File: config.mk
export PLATFORM = sky130hd
export DESIGN_NAME = branch_resolve_unit_flat
export DESIGN_NICKNAME = d
export VERILOG_FILES = /design/src/rtl/branch_resolve_unit_pkg.sv /design/src/rtl/branch_resolve_unit_if.sv /design/src/rtl/branch_resolve_unit_branch_history_table.sv /design/src/rtl/branch_resolve_unit.sv /design/src/flat_wrapper.sv
export SDC_FILE = /design/constraint.sdc
export NUM_CORES = 1
export LEC_CHECK = 0
export BUFFER_PORTS_ARGS = -buffer_cell sky130_fd_sc_hd__buf_2
export CELL_PAD_IN_SITES_DETAIL_PLACEMENT = 2
export CELL_PAD_IN_SITES_GLOBAL_PLACEMENT = 2
export CORE_UTILIZATION = 29
export CTS_BUF_LIST = sky130_fd_sc_hd__clkbuf_4 sky130_fd_sc_hd__clkbuf_8
export CTS_CLUSTER_DIAMETER = 150
export DETAILED_ROUTE_END_ITERATION = 8
export GPL_ROUTABILITY_DRIVEN = 0
export PLACE_DENSITY_LB_ADDON = 0.1
export SYNTH_ARGS = -nofsm -noshare
export SYNTH_HDL_FRONTEND = slang
export SYNTH_SLANG_ARGS = --single-unit
File: constraint.sdc
create_clock -name clk -period 3.3 [get_ports clk]
set_input_delay 0.165 -clock clk [delete_from_list [all_inputs] [get_ports clk]]
set_output_delay 0.165 -clock clk [all_outputs]
set_load 0.1 [all_outputs]
File: src/rtl/branch_resolve_unit_pkg.sv
// Shared encodings for the ID-stage branch resolver: opcodes, funct3 conditions,
// forward-select codes and the BHT counter reset value.
package branch_resolve_unit_pkg;

    typedef enum logic [6:0] {
        OP_BRANCH = 7'b1100011,
        OP_JAL    = 7'b1101111,
        OP_JALR   = 7'b1100111
    } opcode_e;

    localparam logic [2:0] F3_BEQ  = 3'b000;
    localparam logic [2:0] F3_BNE  = 3'b001;
    localparam logic [2:0] F3_BLT  = 3'b100;
    localparam logic [2:0] F3_BGE  = 3'b101;
    localparam logic [2:0] F3_BLTU = 3'b110;
    localparam logic [2:0] F3_BGEU = 3'b111;

    typedef enum logic [1:0] {
        FWD_REG     = 2'd0,
        FWD_ALU     = 2'd1,
        FWD_ALU_MEM = 2'd2,
        FWD_REG_ALT = 2'd3
    } fwd_sel_e;

    localparam logic [1:0] BHT_WEAK_NT = 2'b01;

    function automatic logic [1:0] sat_update(input logic [1:0] ctr, input logic taken);
        if (taken) return (ctr == 2'b11) ? ctr : ctr + 2'b01;
        else       return (ctr == 2'b00) ? ctr : ctr - 2'b01;
    endfunction

endpackage

File: src/rtl/branch_resolve_unit_if.sv
// ID-stage branch interface: IF lookup, decoded instruction with forwarding
// sources, and the registered redirect/statistics outputs.
interface branch_resolve_unit_if #(
    parameter int XLEN  = 32,
    parameter int CNT_W = 16
);
    logic [XLEN-1:0]  if_pc;
    logic             if_pred_taken;
    logic             id_valid;
    logic             stall;
    logic [XLEN-1:0]  id_pc;
    logic [XLEN-1:0]  id_pred_npc;
    logic [6:0]       opcode;
    logic [2:0]       funct3;
    logic [XLEN-1:0]  immValue;
    logic [XLEN-1:0]  source1;
    logic [XLEN-1:0]  source2;
    logic [1:0]       select1;
    logic [1:0]       select2;
    logic [XLEN-1:0]  wbALU;
    logic [XLEN-1:0]  wbALUMem;
    logic             redirect_valid;
    logic [XLEN-1:0]  redirect_addr;
    logic [XLEN-1:0]  link_data;
    logic             misalign;
    logic [CNT_W-1:0] cnt_branch;
    logic [CNT_W-1:0] cnt_mispredict;

    modport master (
        output if_pc, id_valid, stall, id_pc, id_pred_npc, opcode, funct3, immValue,
               source1, source2, select1, select2, wbALU, wbALUMem,
        input  if_pred_taken, redirect_valid, redirect_addr, link_data, misalign,
               cnt_branch, cnt_mispredict
    );

    modport slave (
        input  if_pc, id_valid, stall, id_pc, id_pred_npc, opcode, funct3, immValue,
               source1, source2, select1, select2, wbALU, wbALUMem,
        output if_pred_taken, redirect_valid, redirect_addr, link_data, misalign,
               cnt_branch, cnt_mispredict
    );
endinterface

File: src/rtl/branch_resolve_unit_branch_history_table.sv
// Array of 2-bit saturating counters: one combinational read port for IF,
// one write port updated on the resolve edge.
module branch_history_table
    import branch_resolve_unit_pkg::*;
#(
    parameter int ENTRIES = 16,
    parameter int IDX_W   = $clog2(ENTRIES)
) (
    input  logic             clk,
    input  logic             rst,
    input  logic [IDX_W-1:0] rd_idx,
    output logic [1:0]       rd_ctr,
    input  logic             wr_en,
    input  logic [IDX_W-1:0] wr_idx,
    input  logic             wr_taken
);
    logic [1:0] ctr [ENTRIES];

    // Read is from the array state, so a same-cycle write shows up only after the edge.
    assign rd_ctr = ctr[rd_idx];

    always_ff @(posedge clk or posedge rst) begin
        if (rst) begin
            for (int i = 0; i < ENTRIES; i++) ctr[i] <= BHT_WEAK_NT;
        end else if (wr_en) begin
            ctr[wr_idx] <= sat_update(ctr[wr_idx], wr_taken);
        end
    end
endmodule

File: src/rtl/branch_resolve_unit.sv
// ID-stage branch/jump resolver: forwards operands, evaluates the condition,
// checks the fetched next PC and issues a registered redirect on mismatch.
module branch_resolve_unit
    import branch_resolve_unit_pkg::*;
#(
    parameter int XLEN        = 32,
    parameter int BHT_ENTRIES = 16,
    parameter int CNT_W       = 16
) (
    input logic clk,
    input logic rst,
    branch_resolve_unit_if.slave bus
);
    localparam int IDX_W = $clog2(BHT_ENTRIES);

    function automatic logic [XLEN-1:0] fwd(input logic [1:0] sel, input logic [XLEN-1:0] reg_v,
                                            input logic [XLEN-1:0] alu, input logic [XLEN-1:0] mem);
        case (sel)
            FWD_ALU:     return alu;
            FWD_ALU_MEM: return mem;
            default:     return reg_v;
        endcase
    endfunction

    logic [XLEN-1:0] rs1, rs2, pc_plus4, br_tgt, jalr_tgt, tgt, actual_npc;
    logic            is_br, is_jal, is_jalr, resolve, legal, cond, taken, mis, mispredict;
    logic            bht_we;
    logic [1:0]      bht_rd;

    always_comb begin
        rs1      = fwd(bus.select1, bus.source1, bus.wbALU, bus.wbALUMem);
        rs2      = fwd(bus.select2, bus.source2, bus.wbALU, bus.wbALUMem);
        is_br    = (bus.opcode == OP_BRANCH);
        is_jal   = (bus.opcode == OP_JAL);
        is_jalr  = (bus.opcode == OP_JALR);
        resolve  = bus.id_valid && !bus.stall && (is_br || is_jal || is_jalr);

        legal = 1'b1;
        cond  = 1'b0;
        case (bus.funct3)
            F3_BEQ:  cond = (rs1 == rs2);
            F3_BNE:  cond = (rs1 != rs2);
            F3_BLT:  cond = ($signed(rs1) <  $signed(rs2));
            F3_BGE:  cond = ($signed(rs1) >= $signed(rs2));
            F3_BLTU: cond = (rs1 <  rs2);
            F3_BGEU: cond = (rs1 >= rs2);
            default: legal = 1'b0;
        endcase

        pc_plus4   = bus.id_pc + XLEN'(4);
        br_tgt     = bus.id_pc + bus.immValue;
        jalr_tgt   = (rs1 + bus.immValue) & ~XLEN'(1);
        tgt        = is_jalr ? jalr_tgt : br_tgt;
        taken      = is_jal || is_jalr || (is_br && legal && cond);
        actual_npc = taken ? tgt : pc_plus4;
        mis        = taken && (tgt[1:0] != 2'b00);
        // A misaligned target traps instead of redirecting, so it never trains the BHT.
        mispredict = resolve && !mis && (actual_npc != bus.id_pred_npc);
        bht_we     = resolve && is_br && legal && !mis;
    end

    branch_history_table #(.ENTRIES(BHT_ENTRIES), .IDX_W(IDX_W)) u_bht (
        .clk      (clk),
        .rst      (rst),
        .rd_idx   (bus.if_pc[IDX_W+1:2]),
        .rd_ctr   (bht_rd),
        .wr_en    (bht_we),
        .wr_idx   (bus.id_pc[IDX_W+1:2]),
        .wr_taken (taken)
    );

    assign bus.if_pred_taken = bht_rd[1];

    always_ff @(posedge clk or posedge rst) begin
        if (rst) begin
            bus.redirect_valid <= 1'b0;
            bus.redirect_addr  <= '0;
            bus.link_data      <= '0;
            bus.misalign       <= 1'b0;
        end else begin
            bus.redirect_valid <= mispredict;
            bus.misalign       <= resolve && mis;
            if (mispredict) bus.redirect_addr <= actual_npc;
            // Link value is the rd result of every resolved jump, predicted correctly or not.
            if (resolve && (is_jal || is_jalr)) bus.link_data <= pc_plus4;
        end
    end

    always_ff @(posedge clk or posedge rst) begin
        if (rst) begin
            bus.cnt_branch     <= '0;
            bus.cnt_mispredict <= '0;
        end else begin
            if (resolve && is_br && (bus.cnt_branch != '1))
                bus.cnt_branch <= bus.cnt_branch + CNT_W'(1);
            if (mispredict && (bus.cnt_mispredict != '1))
                bus.cnt_mispredict <= bus.cnt_mispredict + CNT_W'(1);
        end
    end
endmodule

File: src/flat_wrapper.sv
// flat-port wrapper written by rule: the top's interface ports become plain ports
module branch_resolve_unit_flat import branch_resolve_unit_pkg::*;
#(
    parameter int XLEN        = 32,
    parameter int BHT_ENTRIES = 16,
    parameter int CNT_W       = 16
)
  (clk, rst, bus_if_pc, bus_id_valid, bus_stall, bus_id_pc, bus_id_pred_npc, bus_opcode, bus_funct3, bus_immValue, bus_source1, bus_source2, bus_select1, bus_select2, bus_wbALU, bus_wbALUMem, bus_if_pred_taken, bus_redirect_valid, bus_redirect_addr, bus_link_data, bus_misalign, bus_cnt_branch, bus_cnt_mispredict);
  branch_resolve_unit_if #(.XLEN(XLEN), .CNT_W(CNT_W)) bus_i ();
  input logic clk;
  input logic rst;
  input wire logic [$bits(bus_i.if_pc)-1:0] bus_if_pc;
  input wire logic [$bits(bus_i.id_valid)-1:0] bus_id_valid;
  input wire logic [$bits(bus_i.stall)-1:0] bus_stall;
  input wire logic [$bits(bus_i.id_pc)-1:0] bus_id_pc;
  input wire logic [$bits(bus_i.id_pred_npc)-1:0] bus_id_pred_npc;
  input wire logic [$bits(bus_i.opcode)-1:0] bus_opcode;
  input wire logic [$bits(bus_i.funct3)-1:0] bus_funct3;
  input wire logic [$bits(bus_i.immValue)-1:0] bus_immValue;
  input wire logic [$bits(bus_i.source1)-1:0] bus_source1;
  input wire logic [$bits(bus_i.source2)-1:0] bus_source2;
  input wire logic [$bits(bus_i.select1)-1:0] bus_select1;
  input wire logic [$bits(bus_i.select2)-1:0] bus_select2;
  input wire logic [$bits(bus_i.wbALU)-1:0] bus_wbALU;
  input wire logic [$bits(bus_i.wbALUMem)-1:0] bus_wbALUMem;
  output wire logic [$bits(bus_i.if_pred_taken)-1:0] bus_if_pred_taken;
  output wire logic [$bits(bus_i.redirect_valid)-1:0] bus_redirect_valid;
  output wire logic [$bits(bus_i.redirect_addr)-1:0] bus_redirect_addr;
  output wire logic [$bits(bus_i.link_data)-1:0] bus_link_data;
  output wire logic [$bits(bus_i.misalign)-1:0] bus_misalign;
  output wire logic [$bits(bus_i.cnt_branch)-1:0] bus_cnt_branch;
  output wire logic [$bits(bus_i.cnt_mispredict)-1:0] bus_cnt_mispredict;
  assign bus_i.if_pc = bus_if_pc;
  assign bus_i.id_valid = bus_id_valid;
  assign bus_i.stall = bus_stall;
  assign bus_i.id_pc = bus_id_pc;
  assign bus_i.id_pred_npc = bus_id_pred_npc;
  assign bus_i.opcode = bus_opcode;
  assign bus_i.funct3 = bus_funct3;
  assign bus_i.immValue = bus_immValue;
  assign bus_i.source1 = bus_source1;
  assign bus_i.source2 = bus_source2;
  assign bus_i.select1 = bus_select1;
  assign bus_i.select2 = bus_select2;
  assign bus_i.wbALU = bus_wbALU;
  assign bus_i.wbALUMem = bus_wbALUMem;
  assign bus_if_pred_taken = bus_i.if_pred_taken;
  assign bus_redirect_valid = bus_i.redirect_valid;
  assign bus_redirect_addr = bus_i.redirect_addr;
  assign bus_link_data = bus_i.link_data;
  assign bus_misalign = bus_i.misalign;
  assign bus_cnt_branch = bus_i.cnt_branch;
  assign bus_cnt_mispredict = bus_i.cnt_mispredict;
  branch_resolve_unit #(.XLEN(XLEN), .BHT_ENTRIES(BHT_ENTRIES), .CNT_W(CNT_W)) u_core (.clk(clk), .rst(rst), .bus(bus_i));
endmodule
==> results of run 1 <==
## worst max-delay path, stage by stage
cell and delay (ns):
buf_4 0.13, inv_1 0.06, ha_2 0.21, buf_4 0.21, a22oi_2 0.08, o21ai_2 0.25
ha_1 0.32, nand4_1 0.18, buf_4 0.16, a211oi_1 0.05, o211ai_1 0.36, nand4_1 0.22
buf_6 0.19, nor2_4 0.20, mux2_4 0.33, a222oi_1 0.51, o2111ai_2 0.24, a2111oi_4 0.29
nand4_1 0.25, nor4_4 0.38, buf_4 0.19, buf_8 0.13, nor2_4 0.05, mux2_4 0.31
## metal layers
layer  global-route usage  wire, um  vias up
li1                     -         -     8229
met1                0.404     35700     9352
met2                0.571     42000      487
met3               0.0346      3420      120
met4               0.0963      2390        4
met5                    0        23        -
## sequential cells by signal, indices dropped and copies added (netlist names)
| name | flops |
|---|---|
| u_core.bus.link_data | 32 |
| u_core.bus.redirect_addr | 32 |
| u_core.u_bht.ctr | 32 |
| u_core.bus.cnt_branch | 16 |
| u_core.bus.cnt_mispredict | 16 |
| u_core.bus.misalign | 1 |
| u_core.bus.redirect_valid | 1 |
## stage by stage
stage	area [sq um]	hold WS [ns]	util	TNS, ns	power [mW]
after floorplan	14600	0.316	-	-76.66	3.98
after global routing	22400	0.0960	0.465	-134.11	8.00
after CTS	22000	0.0847	0.456	-103.76	7.51
final	22400	0.101	0.465	-120.34	7.67
after global placement	20800	0.363	0.431	-160.65	5.77
after detailed placement	20800	0.385	0.431	-177.60	5.93
## placed cells by master (no fill, tap or decap), drive strengths merged, types with 9 or more instances in the layout
cell type / synthesis / layout
o21a: 23 / 23
o21ai: 142 / 142
a2111oi: 10 / 10
ha: 103 / 103
dfrtp: 114 / 114
clkbuf: 57 / 21
nor3: 39 / 39
a211oi: 19 / 19
a21oi: 129 / 129
buf: 23 / 925
nor2: 116 / 116
or3: 17 / 17
and3: 22 / 22
and2: 13 / 13
o211ai: 16 / 16
nand4: 37 / 37
a22oi: 66 / 66
a21o: 27 / 27
mux2: 80 / 80
nand2: 191 / 191
o22ai: 9 / 9
nor2b: 11 / 11
nand2b: 11 / 11
mux2i: 33 / 33
xor2: 58 / 58
dfstp: 16 / 16
mux4: 15 / 15
or2: 13 / 13
nand3: 57 / 57
a31oi: 13 / 13
xnor2: 61 / 61
inv: 33 / 35
nor4: 11 / 11
## layout make-up
| class | count | share of cell area |
|---|---|---|
| sequential | 130 | 0.146 |
| inverter | 33 | 0.00615 |
| clock inverter | 14 | 0.00593 |
| antenna | 4 | 0.000447 |
| tap | 656 | 0.0367 |
| clock buffer | 18 | 0.0111 |
| timing repair buffer | 929 | 0.293 |
| multi-input combinational | 1475 | 0.500 |
## cell families (layout without fill, tap and decap cells)
group | count (synthesis) | count (layout) | share of synthesized area
adders and majority gates | 107 | 107 | 0.0947
and+or+nand+nor | 567 | 567 | 0.193
xor gates and xnor gates | 123 | 123 | 0.0796
AOI/OAI and AO/OA | 550 | 550 | 0.253
muxes | 128 | 128 | 0.118
DFF | 130 | 130 | 0.230
other | 0 | 4 | 0
buffers and inverters | 113 | 994 | 0.0323
## how the worst max path moves through the flow
stage | startpoint | endpoint | slack [ns]
finish | bus_select1[1] | u_core.bus.cnt_mispredict[1] | -1.82
global route | bus_select2[0] | u_core.bus.cnt_mispredict[1] | -2.02
CTS | bus_select2[1] | u_core.bus.redirect_addr[19] | -1.60
detailed placement | bus_select1[0] | u_core.bus.redirect_addr[7] | -2.48
global placement | bus_select1[0] | u_core.bus.cnt_mispredict[1] | -2.29
floorplan | bus_select1[1] | u_core.bus.redirect_addr[0] | -1.32
## power by group
group	internal (mW)	total [mW]	switching, mW	leakage, nW
combinational	1.86	4.56	2.70	8.86
clock	0.623	1.37	0.751	0.180
sequential	1.68	1.74	0.0651	1.72
## timing repair
| item | CTS | global route |
|---|---|---|
| buffers inserted | 36 | 15 |
| pin swaps | 27 | 26 |
| resized for setup | 111 | 74 |
| setup endpoints to repair | 82 | 82 |
| hold buffers | 1 | 0 |
| hold endpoints to repair | 34 | 0 |
| gates cloned | 4 | 2 |
==> impl_metrics.csv, run 1 <==
group,metric,value,unit
setup_path,r2r-end,"u_core.bus.cnt_branch[8]",
yosys,syn_area_per_cell,8.29,sq um
setup_path,reg2reg_depth,9,
yosys,synth-seq-cells,130,
setup_path,required,3.66,ns
layout,final-instance-count-excl-fill,3259,
setup_path,worstSetupPathType,"input port to flop",
cts,clkSlewWorstSetupHoldPaths,0.09,ns
cts,clockBufferDepth,2,
cts,cts_sinks,130,
yosys,synthTopCellsByCount,"nand2_1 (190), o21ai_0 (140), a21oi_1 (129)",
placed_design,placedCellCount,3168,
setup_path,cp-end-kind,"flop",
timing,relSlewSlack,0.419,
timing,tightest_slew,0.870,ns
grt,antenna_found_initial,6,
setup_path,r2r_start,"u_core.bus.cnt_branch[5]",
yosys,synth_most_common_cell,"nand2_1",
die,initial_core_util,0.296,
die,rows,80,
placed_design,hpwl,64900,um
cts,cts_made_buffers,17,
setup_path,crit_arrival,5.49,ns
route,via_per_inst,5.58,
yosys,synthTopCellsByArea,"dfrtp_1 (20%), ha_1 (9.0%), nand2_1 (5.0%)",
grt,grt_pass1_vias,20000,
yosys,syn_inst,1718,
yosys,synthesis.nets,2097,
layout,layout.nets,2965,
die,io-pin-count,373,
placed_design,portBuffers,344,
die,die-width,224,um
route,dr_total_vias,18200,
yosys,yosys.area.top_type,"dfrtp_1",
hold_path,hold_depth,3,
cts,cts_tree,"yes",
route,wl_per_cell,25.6,um
timing,fin_skew,0.0172,ns
timing,period_needed,5.12,ns
power_and_ir_drop,total_leakage_power,10.8,nW
timing,drv_slew,0,
yosys,synth_top_area_share,0.200,
cts,htreeDepth,4,
route,drc,0,
yosys,syn_area,14200,sq um
yosys,ys_async_sr_fraction,1.00,
die,die_y,224,um
outcome,status,"finished, violations left",
yosys,synth.distinct_cells,93,
setup_path,crit_fanout,9,
yosys,synth_edf_count,0,
route,ant_nets,0,
timing,fin_ws,-1.82,ns
timing,period_share,1.55,
die,coreArea,48100,sq um
timing,setup_viol,82,
outcome,violations,"setup timing",
yosys,yosys_warnings,0,
timing,rsz0062_at_grt,"true",
route,drt-initial-drc-count,971,
cts,insertion_delay,0.49,ns
yosys,seq_area_frac_synth,0.230,
placed_design,dp_slack,-2.48,ns
grt,grt_max_degree,57,
grt,grt_overflow,0,
hold_path,hold_end,"u_core.bus.link_data[1]",
layout,drive_above_1_share,0.476,
setup_path,timing.critical_path.from_type,"input port",
layout,area_delta_synth_final,57.1,%
hold_path,hold_start,"bus_id_pc[1]",
run,max_cap_viol_count,0,
layout,n_fill_cell,5405,
layout,seqCellArea,3270,sq um
timing,fmax,195,MHz
route,drt_pre_antenna_iters,6,
grt,grtUsageTotal,0.320,
power_and_ir_drop,irDropWorstVdd,0.280,mV
setup_path,reg2reg_slack,0.26,ns
grt,grt_pass1_wl,122000,um
timing,hold_viol,0,
cts,root_buffer,"clkbuf_8",
power_and_ir_drop,p_per_area,343,nW/um^2
die,die_area,50000,sq um
yosys,synthFlopType,"dfrtp_1",
hold_path,hold_class,"input port to flop",
route,wl,83500,um
layout,multiInputGateArea,11200,sq um
Note: power is estimated with default switching activity, not from simulation.
==> inputs of run 2 (changes only) <==
- RECOVER_POWER: not set -> 25
- SETUP_SLACK_MARGIN: not set -> 0.02
==> run 2 against run 1 <==
  * The run ends with capacitance limit, slew limit, setup timing left
  * Sequential power about the same
  * Power about the same
  * Critical path type unchanged
  * Core utilization about the same
  * Non-clock buffer count unchanged
  * Clock skew up 0.0010 ns
  * Critical endpoint unchanged
  * First-iteration DRC count down 4.2%
==> impl_metrics.csv, run 2 (synthesized netlist as in run 1, its figures left out) <==
group,metric,value,unit
timing,fin_ws,-1.89,ns
timing,setup_tns,-124.39,ns
timing,rsz0062_at_grt,"true",
die,rows,80,
grt,grtUsageTotal,0.320,
die,die_y,224,um
die,die-width,224,um
layout,final-instance-count-excl-fill,3259,
placed_design,hpwl,64900,um
cts,cts_made_buffers,17,
setup_path,crit_arrival,5.55,ns
setup_path,worstSetupPathType,"input port to flop",
route,ant_nets,0,
die,initial_core_util,0.296,
route,via_per_inst,5.59,
cts,cts_sinks,130,
layout,area_delta_synth_final,56.9,%
layout,mostFrequentLayoutCell,"buf_4",
die,io-pin-count,373,
hold_path,hold_class,"input port to flop",
route,dr_total_vias,18200,
setup_path,crit_fanout,9,
timing,period_share,1.57,
timing,tightest_slew,1.72,ns
setup_path,cp-end-kind,"flop",
timing,relSlewSlack,-0.150,
outcome,violations,"capacitance limit, slew limit, setup timing",
die,coreArea,48100,sq um
layout,drive_above_1_share,0.476,
power_and_ir_drop,p_per_area,343,nW/um^2
grt,antenna_found_initial,6,
timing,hold-worst-slack,0.0998,ns
setup_path,required,3.66,ns
layout,final_cell_mix,"buf_4 (542), buf_2 (340), nand2_1 (172)",
layout,layout.nets,2965,
cts,cts_tree,"yes",
placed_design,portBuffers,344,
route,drt-initial-drc-count,930,
grt,grt_pass1_wl,122000,um
route,wl_per_cell,25.7,um
power_and_ir_drop,total_leakage_power,10.8,nW
grt,grt_overflow,0,
layout,reg_top3,"u_core.bus.link_data (32), u_core.bus.redirect_addr (32), u_core.u_bht.ctr (32)",
timing,fmax,193,MHz
route,drt_pre_antenna_iters,5,
power_and_ir_drop,power,7.68,mW
cts,htreeDepth,4,
die,die_area,50000,sq um
cts,clkSlewWorstSetupHoldPaths,0.09,ns
route,drc,0,
placed_design,placedCellCount,3168,
outcome,status,"finished, violations left",
grt,grt_max_degree,57,
cts,clockBufferDepth,2,
grt,grt_pass1_vias,20000,
timing,hold_viol,0,
cts,insertion_delay,0.49,ns
run,max_cap_viol_count,1,
timing,drv_slew,38,
route,wl,83600,um
power_and_ir_drop,irDropWorstVdd,0.280,mV
timing,period_needed,5.19,ns
cts,root_buffer,"clkbuf_8",
timing,fin_skew,0.0182,ns
layout,utilization,0.464,
timing,setup_viol,82,
setup_path,timing.critical_path.from_type,"input port",
[run 2: cell count changes in the layout (fill, tap and decap cells not counted)]
cell        change
clkinvlp_2      +1
clkinvlp_4      -1
clkbuf_2        +1
buf_12          -1
[run 2: report_power, final]
group	total (mW)	leakage (nW)	internal (mW)	switching, mW
logic	4.56	8.86	1.85	2.70
registers	1.74	1.72	1.68	0.0656
clock network	1.38	0.180	0.623	0.754
[run 2: worst max-delay path: stages]
cell       delay, ns
buf_4           0.13
inv_1           0.06
ha_2            0.21
buf_4           0.21
a22oi_2         0.08
o21ai_2         0.25
ha_1            0.32
nand4_1         0.18
buf_4           0.16
a211oi_1        0.05
o211ai_1        0.36
nand4_1         0.22
buf_6           0.19
nor2_4          0.21
mux2_4          0.33
a222oi_1        0.56
o2111ai_2       0.25
a2111oi_4       0.29
nand4_1         0.25
nor4_4          0.37
buf_4           0.19
buf_8           0.13
nor2_4          0.05
mux2_4          0.31
[run 2: cell type report]
| type | instances | area, sq um |
|---|---|---|
| Fill cell | 5407 | 25800 |
| Multi-Input combinational cell | 1475 | 11200 |
| Timing Repair Buffer | 929 | 6540 |
| Sequential cell | 130 | 3270 |
| Tap cell | 656 | 821 |
| Clock buffer | 18 | 248 |
| Inverter | 33 | 135 |
| Clock inverter | 14 | 133 |
| Antenna cell | 4 | 10.0 |
[run 2: stage by stage]
step	setup slack, ns	area [sq um]
2_1_floorplan	-1.32	14600
3_3_place_gp	-2.29	20800
3_5_place_dp	-2.48	20800
4_1_cts	-1.60	22000
5_1_grt	-2.02	22400
6_report	-1.89	22400
[run 2: final timing paths]
| check | slack, ns | end | startpoint | depth (start not counted) |
|---|---|---|---|---|
| max reg2reg | 0.25 | u_core.bus.cnt_branch[8] | u_core.bus.cnt_branch[5] | 9 |
| min reg2reg | 0.49 | u_core.bus.link_data[13] | u_core.bus.link_data[13] | 2 |
| min in group asynchronous | 0.64 | u_core.bus.cnt_mispredict[2] | rst | 3 |
| max in group asynchronous | 0.77 | u_core.bus.redirect_addr[2] | rst | 4 |
| min | 0.1 | u_core.bus.link_data[1] | bus_id_pc[1] | 3 |
| max | -1.89 | u_core.bus.cnt_mispredict[1] | bus_select1[1] | 24 |
[run 2: what timing repair did]
action,4_1_cts,5_1_grt
setup buffers,36,15
hold buffers,1,0
endpoints found under the hold margin,34,0
gates resized for setup,111,74
pin swaps,27,26
endpoints found under the setup margin,82,82
cloned,4,2
[run 2: per-layer routing]
metal | up-vias | routed length [um] | global-route usage
met4 | 4 | 2370 | 0.0963
met5 | - | 23 | 0
li1 | 8227 | - | -
met2 | 465 | 42100 | 0.571
met1 | 9396 | 36000 | 0.404
met3 | 129 | 3130 | 0.0346
